[config.mk]
export PLATFORM = sky130hd
export DESIGN_NAME = arith_cmpf_pipe
export DESIGN_NICKNAME = d
export VERILOG_FILES = /design/src/rtl/arith_cmpf_pipe.sv
export SDC_FILE = /design/constraint.sdc
export NUM_CORES = 1
export LEC_CHECK = 0
export ABC_CLOCK_PERIOD_IN_PS = 1300
export CORE_AREA = 3 3 69 71
export DETAILED_ROUTE_END_ITERATION = 12
export DIE_AREA = 0 0 72 74
export PLACE_DENSITY = 0.77
export SKIP_LAST_GASP = 1
export SYNTH_ARGS = -nofsm -noshare
export SYNTH_HDL_FRONTEND = slang
export SYNTH_SLANG_ARGS = --single-unit
[constraint.sdc]
create_clock -name clk -period 1.3 [get_ports clk]
set_input_delay 0.13 -clock clk [delete_from_list [all_inputs] [get_ports clk]]
set_output_delay 0.13 -clock clk [all_outputs]
set_load 0.05 [all_outputs]
[src/rtl/arith_cmpf_pipe.sv]
// arith_cmpf_pipe: two-stage pipelined IEEE-754 comparator with a runtime
// predicate, valid/ready handshaking and sticky signaling-NaN reporting.
module arith_cmpf_pipe #(
  parameter int unsigned EXP_W = 8,
  parameter int unsigned MAN_W = 23,
  localparam int unsigned WIDTH = 1 + EXP_W + MAN_W
) (
  input  logic             clk,
  input  logic             rst,
  input  logic             in_valid,
  output logic             in_ready,
  input  logic [WIDTH-1:0] in_a,
  input  logic [WIDTH-1:0] in_b,
  input  logic [3:0]       in_pred,
  output logic             out_valid,
  input  logic             out_ready,
  output logic             out_result,
  output logic             out_invalid,
  input  logic             clear_status,
  output logic             status_invalid
);

  localparam int unsigned MAG_W = EXP_W + MAN_W;

  typedef enum logic [3:0] {
    PRED_FALSE = 4'd0,
    PRED_OEQ   = 4'd1,
    PRED_OGT   = 4'd2,
    PRED_OGE   = 4'd3,
    PRED_OLT   = 4'd4,
    PRED_OLE   = 4'd5,
    PRED_ONE   = 4'd6,
    PRED_ORD   = 4'd7,
    PRED_UEQ   = 4'd8,
    PRED_UGT   = 4'd9,
    PRED_UGE   = 4'd10,
    PRED_ULT   = 4'd11,
    PRED_ULE   = 4'd12,
    PRED_UNE   = 4'd13,
    PRED_UNO   = 4'd14,
    PRED_TRUE  = 4'd15
  } pred_t;

  // Parameter sanity at elaboration.
  if (EXP_W < 2) begin : g_bad_exp_w
    $fatal(1, "arith_cmpf_pipe: EXP_W must be >= 2");
  end
  if (MAN_W < 1) begin : g_bad_man_w
    $fatal(1, "arith_cmpf_pipe: MAN_W must be >= 1");
  end

  // Field split of both operands.
  logic             sign_a, sign_b;
  logic [EXP_W-1:0] exp_a, exp_b;
  logic [MAN_W-1:0] man_a, man_b;
  logic [MAG_W-1:0] mag_a, mag_b;

  assign sign_a = in_a[WIDTH-1];
  assign sign_b = in_b[WIDTH-1];
  assign exp_a  = in_a[MAG_W-1:MAN_W];
  assign exp_b  = in_b[MAG_W-1:MAN_W];
  assign man_a  = in_a[MAN_W-1:0];
  assign man_b  = in_b[MAN_W-1:0];
  assign mag_a  = in_a[MAG_W-1:0];
  assign mag_b  = in_b[MAG_W-1:0];

  // Pipeline state.
  logic  s1_valid, s2_valid;
  logic  s1_unord, s1_snan, s1_eq, s1_lt;
  pred_t s1_pred;
  logic  s1_adv, s2_adv;

  // Classification and ordering of the incoming operands.
  logic nan_a, nan_b, snan_a, snan_b, zero_a, zero_b;
  logic unord_c, snan_c, eq_c, lt_c;

  always_comb begin
    nan_a   = (&exp_a) && (|man_a);
    nan_b   = (&exp_b) && (|man_b);
    snan_a  = nan_a && !man_a[MAN_W-1];
    snan_b  = nan_b && !man_b[MAN_W-1];
    zero_a  = ~|mag_a;
    zero_b  = ~|mag_b;
    unord_c = nan_a || nan_b;
    snan_c  = snan_a || snan_b;
    eq_c    = (zero_a && zero_b) || (in_a == in_b);
    lt_c    = 1'b0;
    if (zero_a && zero_b) begin
      lt_c = 1'b0;
    end else if (sign_a != sign_b) begin
      lt_c = sign_a;
    end else if (!sign_a) begin
      lt_c = (mag_a < mag_b);
    end else begin
      lt_c = (mag_a > mag_b);
    end
  end

  // Handshake: a stage moves when its successor can take the data.
  assign s2_adv   = !s2_valid || out_ready;
  assign s1_adv   = !s1_valid || s2_adv;
  assign in_ready = s1_adv;

  // Predicate evaluation on the S1 classification.
  logic gt_c, result_c;

  always_comb begin
    gt_c     = !s1_eq && !s1_lt;
    result_c = 1'b0;
    case (s1_pred)
      PRED_FALSE: result_c = 1'b0;
      PRED_OEQ:   result_c = !s1_unord && s1_eq;
      PRED_OGT:   result_c = !s1_unord && gt_c;
      PRED_OGE:   result_c = !s1_unord && (gt_c || s1_eq);
      PRED_OLT:   result_c = !s1_unord && s1_lt;
      PRED_OLE:   result_c = !s1_unord && (s1_lt || s1_eq);
      PRED_ONE:   result_c = !s1_unord && !s1_eq;
      PRED_ORD:   result_c = !s1_unord;
      PRED_UEQ:   result_c = s1_unord || s1_eq;
      PRED_UGT:   result_c = s1_unord || gt_c;
      PRED_UGE:   result_c = s1_unord || gt_c || s1_eq;
      PRED_ULT:   result_c = s1_unord || s1_lt;
      PRED_ULE:   result_c = s1_unord || s1_lt || s1_eq;
      PRED_UNE:   result_c = s1_unord || !s1_eq;
      PRED_UNO:   result_c = s1_unord;
      PRED_TRUE:  result_c = 1'b1;
      default:    result_c = 1'b0;
    endcase
  end

  // Stage valid bits.
  always_ff @(posedge clk or posedge rst) begin
    if (rst) begin
      s1_valid <= 1'b0;
      s2_valid <= 1'b0;
    end else begin
      if (s1_adv) s1_valid <= in_valid;
      if (s2_adv) s2_valid <= s1_valid;
    end
  end

  // S1 payload: classification captured together with the predicate.
  always_ff @(posedge clk) begin
    if (s1_adv && in_valid) begin
      s1_unord <= unord_c;
      s1_snan  <= snan_c;
      s1_eq    <= eq_c;
      s1_lt    <= lt_c;
      s1_pred  <= pred_t'(in_pred);
    end
  end

  // S2 payload: final result, held while the consumer stalls.
  always_ff @(posedge clk or posedge rst) begin
    if (rst) begin
      out_result  <= 1'b0;
      out_invalid <= 1'b0;
    end else if (s2_adv && s1_valid) begin
      out_result  <= result_c;
      out_invalid <= s1_snan;
    end
  end

  assign out_valid = s2_valid;

  // Sticky invalid flag; a delivered sNaN result beats a same-cycle clear.
  always_ff @(posedge clk or posedge rst) begin
    if (rst) begin
      status_invalid <= 1'b0;
    end else if (s2_valid && out_ready && out_invalid) begin
      status_invalid <= 1'b1;
    end else if (clear_status) begin
      status_invalid <= 1'b0;
    end
  end

endmodule

==> summary.txt, run 1 <==
Synthesis
  • Syn. warnings: 0
  • Post-synthesis async set-or-reset flop share: 0.385
  • Mapped Nets: 291
  • Unique masters post-synth: 36
  • Yosys reg bits: 13
  • Seq/Total Area, Yosys: 0.234
  • Syn avg cell area: about 8.4 sq um
  • Mapped Area: approximately 1600 sq um
  • Cells after synthesis: 187
  • Number of synthesized flops with an enable pin: 8
  • Post-synth top flop: edfxtp_1

Power
  • Pwr dens: 596 nW/um^2
  • Leakage power: roughly 0.0014 uW
  • VDD IR max: a little over 0.0005 V

Timing
  • Tmin final: 1600 ps
  • Slew headroom: 0.728
  • Endpoints failing hold: 0
  • RSZ-0062 raised after global routing: true
  • Final Skew: 1.03 ps
  • Hold slack: between 100 and 150 ps
  • Crit share post-route: 1.23
  • Slew at the pin closest to its max-slew limit: 404 ps
  • Setup violators final: 3
  • Final Slew Violations: 0
  • Achievable Freq: ~0.63 GHz
  • Post-route setup slack: -297 ps

Die
  • Top-Level Pins: 78
  • Chip height: between 70 and 80 um
  • Die Area: 5330 sq um
  • Rows: 24
  • Initial core utilization: 0.364
  • CORE AREA: around 4300 sq um
  • Die Wd: 72 um

Global route
  • GRT overflow: 0
  • Initial antenna violation count: 0
  • Vias in the first global route: 2109
  • Total GRT Usage: 0.229
  • Wire length of the first global-routing pass: 9710 um
  • Pin count of the biggest net entering global routing: 9

Worst setup path
  • CP Launch Type: input pin
  • CP max FO: 3
  • Slowest cell on crit path: ha_4
  • Critical setup path kind: in -> reg
  • Critical Path Sink Type: register
  • Cells along the critical path: buf_2 > inv_2 > ha_4 > a21oi_4 > a211oi_2 > o31ai_2 > o2111ai_2 > buf_4 > a22oi_2 > a221oi_2
  • CP top delay family: compound AO/OA/AOI/OAI gates
  • Critical Path End: s1_lt$_SDFFCE_PP0P_
  • Buf+Inv Stages, Crit Path: 3
  • Worst setup path start: in_b[2]
  • Critical path data arrival time: 1580 ps
  • FF-to-FF Start: s1_pred[2]$_DFFE_PP_
  • CP Depth: 10
  • Critical Path Max Stage Delay: 250 ps
  • RR Endpoint: out_result$_DFFE_PP0P_
  • CP Data Required Time: 1290 ps
  • Reg2Reg Setup Slack: -130 ps
  • Reg2reg path depth: 6

Final layout
  • Commonest cells after routing, fill and taps aside: buf_4, buf_2, ha_4, inv_2
  • Share of cells above drive strength 1: 0.636
  • Area Growth Syn to Fin: 106%
  • Final antenna diode count: 0
  • Sequential cell area: 367 sq um
  • Multi-input gate area: 1570 sq um
  • Commonest non-fill, non-tap cell in the layout: buf_4
  • Layout fillers: slightly above 300
  • Nets@finish: 421

Outcome
  • Failing checks: negative setup slack
  • Run status: finished with violations

Route
  • Routed length per instance: 16.5 um
  • DR vias/cell: 5.38
  • 1st-pass router iterations: 7
  • Routed WL: 6070 um
  • Remaining DRCs: 0
  • Initial DRC count: 78
  • Vias: 1978
  • Final antenna-violating net count: 0

Place
  • Place WS: -957 ps
  • DP HPWL: 4490 um
  • IO buf count: 77
  • Gp weighted congestion: 0.882

CTS
  • Worst-case clock buffer depth: 2
  • TritonCTS clock tree: built
  • H-tree depth: 1
  • Clock Sinks: 13
  • CTS Buf Count: 3
  • Worst skew pair latency: 240 ps
  • Clock Tree Root: clkbuf_8
  • Clk slew on worst S/H paths: 60 ps

Worst hold path
  • Hold Crit Class: in -> async

Run
  • Max Cap Viol: 0
## stage by stage
| stage | power (uW) | util | area (sq um) | TNS (ps) | cells |
|---|---|---|---|---|---|
| floorplan | 903 | - | 1770 | -2800 | 187 |
| global placement | 1430 | 0.694 | 2980 | -2870 | 359 |
| detailed placement | 1450 | 0.694 | 2980 | -3020 | 359 |
| CTS | 1840 | 0.727 | 3120 | -485 | 367 |
| global route | 2030 | 0.749 | 3220 | -727 | 368 |
| finish | 1920 | 0.749 | 3220 | -548 | 368 |
## synth_stat cells, types with 2 or more instances
library cell  instances  area [sq um]
nand3_1               3          15.0
o21ai_0               3          15.0
edfxtp_1              8           240
nor4_1               16           100
o22ai_1               3          18.8
nand2b_1              5          31.3
or3_1                 2          12.5
nor3_1                3          15.0
nor2b_1               2          12.5
a21oi_1              13          65.1
and4_1                2          17.5
a211oi_1              3          22.5
nand3b_1              3          22.5
inv_1                34           128
ha_1                 31           388
o21ai_1               2          10.0
dfrtp_1               5           125
nand4_1              11          68.8
nand2_1              13          48.8
nor2_1                9          33.8
## power breakdown
part / switching (uW) / internal (uW) / total, uW
combinational: 466 / 569 / 1040
sequential: 38.7 / 481 / 520
clock: 146 / 216 / 362
## cell families after synthesis
group,share of synthesized area
fa+ha+maj,0.248
xor+xnor,0.00561
flops,0.234
buf+inv,0.0817
mux,0.0216
simple gates,0.259
compound gates,0.151
## metal layers
layer  track usage  share of wire  vias up  wire length (um)
li1              -              -      958                 -
met4        0.0689          0.032        0               194
met1         0.275           0.42      927              2570
met3        0.0257          0.043       18               258
met2         0.429           0.50       75              3040
met5             0              0        -                 0
## flip-flops by register name (all words and copies together) (netlist names)
register        flops
s1_unord            1
out_invalid         1
out_valid           1
s1_lt               1
s1_pred             4
out_result          1
status_invalid      1
s1_eq               1
s1_snan             1
s1_valid            1
## final cells by class
cell class,instances,share of cell area
clock buffer,4,0.0140
inverter,34,0.0451
multi-input combinational,140,0.488
sequential,13,0.114
tap,52,0.0202
timing repair buffer,125,0.319
## worst reg2reg max path, stage by stage, from the launching register on
cell and delay (ps):
edfxtp_1 410, a21oi_1 80, mux4_2 460, a21oi_2 120, o21ai_1 80, o31a_1 120
o21ai_2 100
## what timing repair did
action / CTS / global route
pin swaps: 50 / 23
hold buffers: 0 / 0
buffers inserted: 4 / 1
endpoints found under the hold margin: 0 / 0
setup endpoints to repair: 5 / 5
resized for setup: 292 / 34
## worst min path at each step
| stage | cells past startpoint | endpoint | start |
|---|---|---|---|
| final | 2 | status_invalid$_DFFE_PP0P_ | rst |
| after global placement | 2 | status_invalid$_DFFE_PP0P_ | rst |
| after CTS | 2 | out_result$_DFFE_PP0P_ | rst |
| after floorplan | 1 | out_invalid$_DFFE_PP0P_ | rst |
| after detailed placement | 2 | status_invalid$_DFFE_PP0P_ | rst |
| after global routing | 2 | status_invalid$_DFFE_PP0P_ | rst |
No activity file was read; power rests on OpenSTA's default activity.
==> run 2, diff against run 1 <==
--- a/config.mk
+++ b/config.mk
@@ -5,11 +5,11 @@
 export SDC_FILE = /design/constraint.sdc
 export NUM_CORES = 1
 export LEC_CHECK = 0
-export ABC_CLOCK_PERIOD_IN_PS = 1300
-export CORE_AREA = 3 3 69 71
+export ABC_CLOCK_PERIOD_IN_PS = 1900
+export CORE_AREA = 2 2 63 65
 export DETAILED_ROUTE_END_ITERATION = 12
-export DIE_AREA = 0 0 72 74
-export PLACE_DENSITY = 0.77
+export DIE_AREA = 0 0 65 67
+export PLACE_DENSITY = 0.85
 export SKIP_LAST_GASP = 1
 export SYNTH_ARGS = -nofsm -noshare
 export SYNTH_HDL_FRONTEND = slang
==> constraint.sdc (replaced) <==
create_clock -name clk -period 1.9 [get_ports clk]
set_input_delay 0.19 -clock clk [delete_from_list [all_inputs] [get_ports clk]]
set_output_delay 0.19 -clock clk [all_outputs]
set_load 0.05 [all_outputs]
==> run 2 against run 1 <==
  * The flow still finishes with violations (negative setup slack)
  * Critical path depth decreased by 1
  * Clock power decreased by 33%
  * Combinational power down 33%
  * Via count rose by 7.5%
  * Register-to-register slack improved by 560 ps
  * Critical endpoint unchanged
  * Highest routed layer unchanged
==> summary.txt, run 2 (synthesis gave the netlist of run 1 again) <==
CTS
  • Clock Tree Root: clkbuf_8 (unchanged)
  • CTS Buf Count: 3 (unchanged)
  • Worst skew pair latency: 240 ps (about the same)
  • Hold buffer count at CTS: 0 (unchanged)
  • Worst-case clock buffer depth: 2 (unchanged)
  • TritonCTS clock tree: built (unchanged)
  • Clock Sinks: 13 (unchanged)
  • Clk slew on worst S/H paths: 50 ps (was 60 ps)
  • H-tree depth: 1 (unchanged)

Die
  • Top-Level Pins: 78 (unchanged)
  • Die Area: 4360 sq um (was 5330 sq um)
  • Rows: 22 (was 24)
  • Die Wd: 65 um (was 72 um)
  • CORE AREA: 3610 sq um (was 4290 sq um)
  • Initial core utilization: 0.433 (was 0.364)
  • Chip height: 67 um (was 74 um)

Global route
  • Wire length of the first global-routing pass: 9970 um (was 9710 um)
  • Total GRT Usage: 0.308 (was 0.229)
  • GRT overflow: 0 (unchanged)
  • Initial antenna violation count: 1 (was 0)
  • Pin count of the biggest net entering global routing: 9 (unchanged)
  • Vias in the first global route: 2148 (was 2109)

Timing
  • Hold slack: 146 ps (was 102 ps)
  • Final Skew: 1.03 ps (about the same)
  • Slew at the pin closest to its max-slew limit: 527 ps (was 404 ps)
  • Slew headroom: 0.646 (was 0.728)
  • Tmin final: 1950 ps
  • Final Slew Violations: 0 (unchanged)
  • Post-route setup slack: -50.6 ps (was -297 ps)
  • Achievable Freq: 0.513 GHz
  • Setup violators final: 1 (was 3)
  • Crit share post-route: 1.03
  • Endpoints failing hold: 0 (unchanged)

Worst setup path
  • Reg2Reg Setup Slack: 430 ps (was -130 ps)
  • CP top delay family: compound AO/OA/AOI/OAI gates (unchanged)
  • CP max FO: 3 (unchanged)
  • Critical Path Sink Type: register (unchanged)
  • Slowest cell on crit path: dlygate4sd2_1 (was ha_4)
  • Critical path data arrival time: 1940 ps (was 1580 ps)
  • Critical Path Max Stage Delay: 300 ps (was 250 ps)
  • FF-to-FF Start: s1_pred[2]$_DFFE_PP_ (unchanged)
  • Critical setup path kind: in -> reg (unchanged)
  • CP Launch Type: input pin (unchanged)
  • Reg2reg path depth: 6 (unchanged)
  • Buf+Inv Stages, Crit Path: 2 (was 3)
  • Cells along the critical path: dlygate4sd2_1 > ha_4 > a21oi_2 > a211oi_2 > o31ai_2 > o2111ai_2 > buf_4 > a22oi_2 > a221oi_2 (was buf_2 > inv_2 > ha_4 > a21oi_4 > a211oi_2 > o31ai_2 > o2111ai_2 > buf_4 > a22oi_2 > a221oi_2)
  • CP Data Required Time: 1890 ps (was 1290 ps)
  • RR Endpoint: out_result$_DFFE_PP0P_ (unchanged)

Final layout
  • Multi-input gate area: 1510 sq um (was 1570 sq um)
  • Area Growth Syn to Fin: 99.9% (was 106%)
  • Commonest non-fill, non-tap cell in the layout: buf_4 (unchanged)
  • Max reg flops: 4 (unchanged)
  • Most flops, register: s1_pred (unchanged)
  • Sequential cell area: 365 sq um (was 367 sq um)
  • Layout fillers: 177 (was 305)
  • Nets@finish: 414 (was 421)
  • Share of cells above drive strength 1: 0.440 (was 0.636)
  • Final design area excluding fillers: 3120 sq um (was 3220 sq um)
  • Commonest cells after routing, fill and taps aside: buf_4, dlygate4sd2_1, ha_4, inv_2, clkbuf_2 (was buf_4, buf_2, ha_4, inv_2)

Place
  • Place WS: -504 ps (was -957 ps)
  • DP HPWL: 4200 um (was 4490 um)
  • IO buf count: 77 (unchanged)
  • Post-DP Area: 2650 sq um (was 2980 sq um)
  • Gp weighted congestion: 0.921 (was 0.882)

Outcome
  • Failing checks: negative setup slack (unchanged)
  • Run status: finished with violations (unchanged)

Route
  • Initial DRC count: 154 (was 78)
  • Routed length per instance: 21.3 um (was 16.5 um)
  • Routed WL: 7610 um (was 6070 um)
  • Remaining DRCs: 0 (unchanged)
  • 1st-pass router iterations: 4 (was 7)
  • Vias: 2127 (was 1978)
  • DR vias/cell: 5.94 (was 5.38)
  • Final antenna-violating net count: 0 (unchanged)

Worst hold path
  • Hold Crit Class: in -> async (unchanged)

Power
  • Pwr dens: 414 nW/um^2 (was 596 nW/um^2)
  • Leakage power: 0.00145 uW (was 0.00138 uW)
  • VDD IR max: 0.000209 V (was 0.000503 V)

Run
  • Max Cap Viol: 0 (unchanged)
==> run 2: cell types whose count changed in the layout (fill, tap and decap cells not counted), sizes merged <==
cell           change
clkbuf            +15
clkdlybuf4s50      +4
clkdlybuf4s15      +4
buf               -67
diode              +1
dlymetal6s2s      +15
dlygate4sd2       +22
==> run 2: per-layer routing <==
layer	part of all wire	routed length, um	GRT usage	up-vias
met5	0	0	0	-
met4	0.070	536	0.149	0
met3	0.076	579	0.0490	49
met2	0.49	3740	0.575	145
met1	0.36	2750	0.338	983
li1	-	-	-	950
==> run 2: what timing repair did <==
| action | CTS | global route |
|---|---|---|
| buffers inserted | 3 | 5 |
| setup endpoints to repair | 2 | 2 |
| pin swaps | 23 | 27 |
| resized for setup | 98 | 80 |
==> run 2: final cells by class <==
cell class	count	share of cell area
tap	48	0.0192
clock buffer	4	0.0144
multi-input combinational	140	0.485
timing repair buffer	118	0.323
inverter	34	0.0408
sequential	13	0.117
antenna	1	0.000801
==> run 2: how the worst max path moves through the flow <==
stage | slack (ps) | from | to | cells after the start
final | -50 | in_a[2] | s1_lt$_SDFFCE_PP0P_ | 9
after global routing | -100 | in_b[12] | s1_eq$_DFFE_PP_ | 8
after CTS | 0.3 | in_a[15] | s1_lt$_SDFFCE_PP0P_ | 8
after detailed placement | -500 | in_b[25] | s1_lt$_SDFFCE_PP0P_ | 9
after global placement | -440 | in_b[25] | s1_lt$_SDFFCE_PP0P_ | 9
after floorplan | 10 | out_valid$_DFFE_PP0P_ | s1_eq$_DFFE_PP_ | 2
==> run 2: stage by stage <==
stage | cells | total power, uW | setup TNS (ps) | utilization
final | 358 | 1290 | -50.6 | 0.866
after global routing | 358 | 1350 | -212 | 0.866
after CTS | 352 | 1190 | 0 | 0.827
after detailed placement | 345 | 884 | -854 | 0.735
after global placement | 345 | 869 | -755 | 0.735
after floorplan | 187 | 574 | 0 | -
==> run 2: report_power, final <==
part / internal (uW) / switching (uW)
Clock: 148 / 95.8
Sequential: 329 / 18.9
Combinational: 350 / 351
==> run 2: worst register-to-register path: stages, from the launching register on <==
cell,delay (ps)
edfxtp_1,430
a21oi_1,90
mux4_2,450
a21oi_1,130
o21ai_1,70
o31a_1,100
o21ai_1,130
==> run 3, diff against run 2 <==
--- a/config.mk
+++ b/config.mk
@@ -6,10 +6,9 @@
 export NUM_CORES = 1
 export LEC_CHECK = 0
 export ABC_CLOCK_PERIOD_IN_PS = 1900
-export CORE_AREA = 2 2 63 65
+export CORE_AREA = 2 2 76 78
 export DETAILED_ROUTE_END_ITERATION = 12
-export DIE_AREA = 0 0 65 67
-export PLACE_DENSITY = 0.85
+export DIE_AREA = 0 0 78 80
 export SKIP_LAST_GASP = 1
 export SYNTH_ARGS = -nofsm -noshare
 export SYNTH_HDL_FRONTEND = slang
==> run 3 against run 2 <==
  * The flow now finishes without violations
  * Clock-buffer cell count did not move
  * Via count fell by 14%
  * Power fell by 7.3%
  * Largest cell class unchanged
  * Largest power group unchanged
  * Highest routed layer unchanged
==> summary.txt, run 3 (synthesis gave the netlist of run 1 again) <==
CTS
  • Worst skew pair latency: 240 ps (about the same)
  • TritonCTS clock tree: built (unchanged)
  • Clk slew on worst S/H paths: 50 ps (about the same)
  • Worst-case clock buffer depth: 2 (unchanged)
  • Clock Tree Root: clkbuf_8 (unchanged)
  • Clock Sinks: 13 (unchanged)
  • Hold buffer count at CTS: 0 (unchanged)
  • CTS Buf Count: 3 (unchanged)
  • H-tree depth: 1 (unchanged)

Timing
  • RSZ-0062 raised after global routing: false
  • Post-route setup slack: 98.3 ps (was -50.6 ps)
  • Crit share post-route: 0.948 (was 1.03)
  • Tmin final: 1800 ps (was 1950 ps)
  • Final Slew Violations: 0 (unchanged)
  • Achievable Freq: 0.555 GHz (was 0.513 GHz)
  • Endpoints failing hold: 0 (unchanged)
  • Slew at the pin closest to its max-slew limit: 494 ps (was 527 ps)
  • Slew headroom: 0.669 (was 0.646)
  • Final Skew: 1.20 ps (was 1.03 ps)
  • Setup violators final: 0 (was 1)

Global route
  • Vias in the first global route: 1902 (was 2148)
  • Initial antenna violation count: 1 (unchanged)
  • Pin count of the biggest net entering global routing: 9 (unchanged)
  • Wire length of the first global-routing pass: 8620 um (was 9970 um)
  • GRT overflow: 0 (unchanged)
  • Total GRT Usage: 0.172 (was 0.308)

Worst setup path
  • Critical setup path kind: in -> reg (unchanged)
  • FF-to-FF Start: s1_pred[2]$_DFFE_PP_ (unchanged)
  • CP Launch Type: input pin (unchanged)
  • Critical Path Sink Type: register (unchanged)
  • CP max FO: 2 (was 3)
  • Worst setup path start: in_a[20] (was in_a[2])
  • CP Data Required Time: 1980 ps (was 1890 ps)
  • Critical path data arrival time: 1880 ps (was 1940 ps)

Final layout
  • Commonest non-fill, non-tap cell in the layout: dlygate4sd2_1 (was buf_4)
  • Nets@finish: 410 (was 414)
  • Fin util: 0.572 (was 0.866)
  • Share of cells above drive strength 1: 0.351 (was 0.440)
  • Area Growth Syn to Fin: 97.8% (was 99.9%)
  • Layout fillers: 500 (was 177)
  • Max reg flops: 4 (unchanged)
  • Commonest cells after routing, fill and taps aside: dlygate4sd2_1, buf_4, ha_4, inv_2, inv_1 (was buf_4, dlygate4sd2_1, ha_4, inv_2, clkbuf_2)
  • Most flops, register: s1_pred (unchanged)

Run
  • Max Cap Viol: 0 (unchanged)

Place
  • Gp weighted congestion: 0.786 (was 0.921)
  • DP HPWL: 4190 um (was 4200 um)
  • Place WS: -480 ps (was -504 ps)
  • IO buf count: 77 (unchanged)

Power
  • Pwr dens: 388 nW/um^2 (was 414 nW/um^2)
  • VDD IR max: 0.000308 V (was 0.000209 V)
  • Leakage power: 0.00139 uW (was 0.00145 uW)

Route
  • DR vias/cell: 4.82 (was 5.94)
  • Remaining DRCs: 0 (unchanged)
  • Final antenna-violating net count: 0 (unchanged)
  • Routed length per instance: 13.7 um (was 21.3 um)
  • Vias: 1822 (was 2127)
  • 1st-pass router iterations: 4 (unchanged)
  • Initial DRC count: 61 (was 154)
  • Routed WL: 5190 um (was 7610 um)

Die
  • CORE AREA: 5410 sq um (was 3610 sq um)
  • Initial core utilization: 0.289 (was 0.433)
  • Die Wd: 78 um (was 65 um)
  • Chip height: 80 um (was 67 um)
  • Rows: 27 (was 22)
  • Top-Level Pins: 78 (unchanged)
  • Die Area: 6240 sq um (was 4360 sq um)

Worst hold path
  • Hold Crit Class: in -> async (unchanged)

Outcome
  • Run status: finished clean (was finished with violations)
-- run 3: per-stage QoR --
stage | hold WS (ps) | TNS [ps] | total power [uW] | cells | cell area [sq um]
5_1_grt | 165 | 0 | 1290 | 378 | 3090
2_1_floorplan | -31.5 | 0 | 574 | 187 | 1560
6_report | 144 | 0 | 1200 | 378 | 3090
4_1_cts | 149 | 0 | 1190 | 377 | 3020
3_3_place_gp | 411 | -929 | 875 | 368 | 2670
3_5_place_dp | 404 | -1020 | 878 | 368 | 2670
-- run 3: cell type report --
cell class,instances,area [sq um],area share
timing repair buffer,114,1020,0.329
clock buffer,4,45.0,0.0146
sequential,13,365,0.118
inverter,34,128,0.0413
tap,72,90.1,0.0291
multi-input combinational,140,1440,0.467
antenna,1,2.50,0.000809
-- run 3: repair_timing --
item	in CTS	in global routing
pin swaps	31	13
gates cloned	0	0
gates resized for setup	105	20
buffers inserted	5	0
setup endpoints to repair	2	2
-- run 3: worst paths after layout --
kind / end / slack [ps] / cells after the start
worst max register to register: out_result$_DFFE_PP0P_ / 460 / 6
worst min register to register: out_result$_DFFE_PP0P_ / 480 / 2
worst max-delay path: s1_lt$_SDFFCE_PP0P_ / 100 / 8
max in group asynchronous: status_invalid$_DFFE_PP0P_ / 1590 / 2
worst min-delay path: out_invalid$_DFFE_PP0P_ / 140 / 2
min in group clk: s1_snan$_DFFE_PP_ / 460 / 3
-- run 3: metal layers --
| metal | GRT usage | vias to the layer above | part of all wire |
|---|---|---|---|
| met5 | 0 | - | 0 |
| met4 | 0.0684 | 0 | 0.027 |
| met3 | 0.0136 | 12 | 0.029 |
| met2 | 0.308 | 43 | 0.51 |
| met1 | 0.213 | 834 | 0.43 |
| li1 | - | 933 | - |
-- run 3: power by group --
part	switching [uW]	internal, uW
logic	282	322
registers	18.2	329
clock network	99.2	148
total	400	799
-- run 3: worst max-delay path, stage by stage --
cell and delay [ps]:
clkdlybuf4s50_1 530, ha_4 230, nor2_2 150, nor4_4 60, o41ai_2 50, o211ai_1 210, a21o_2 240, a221oi_2 220
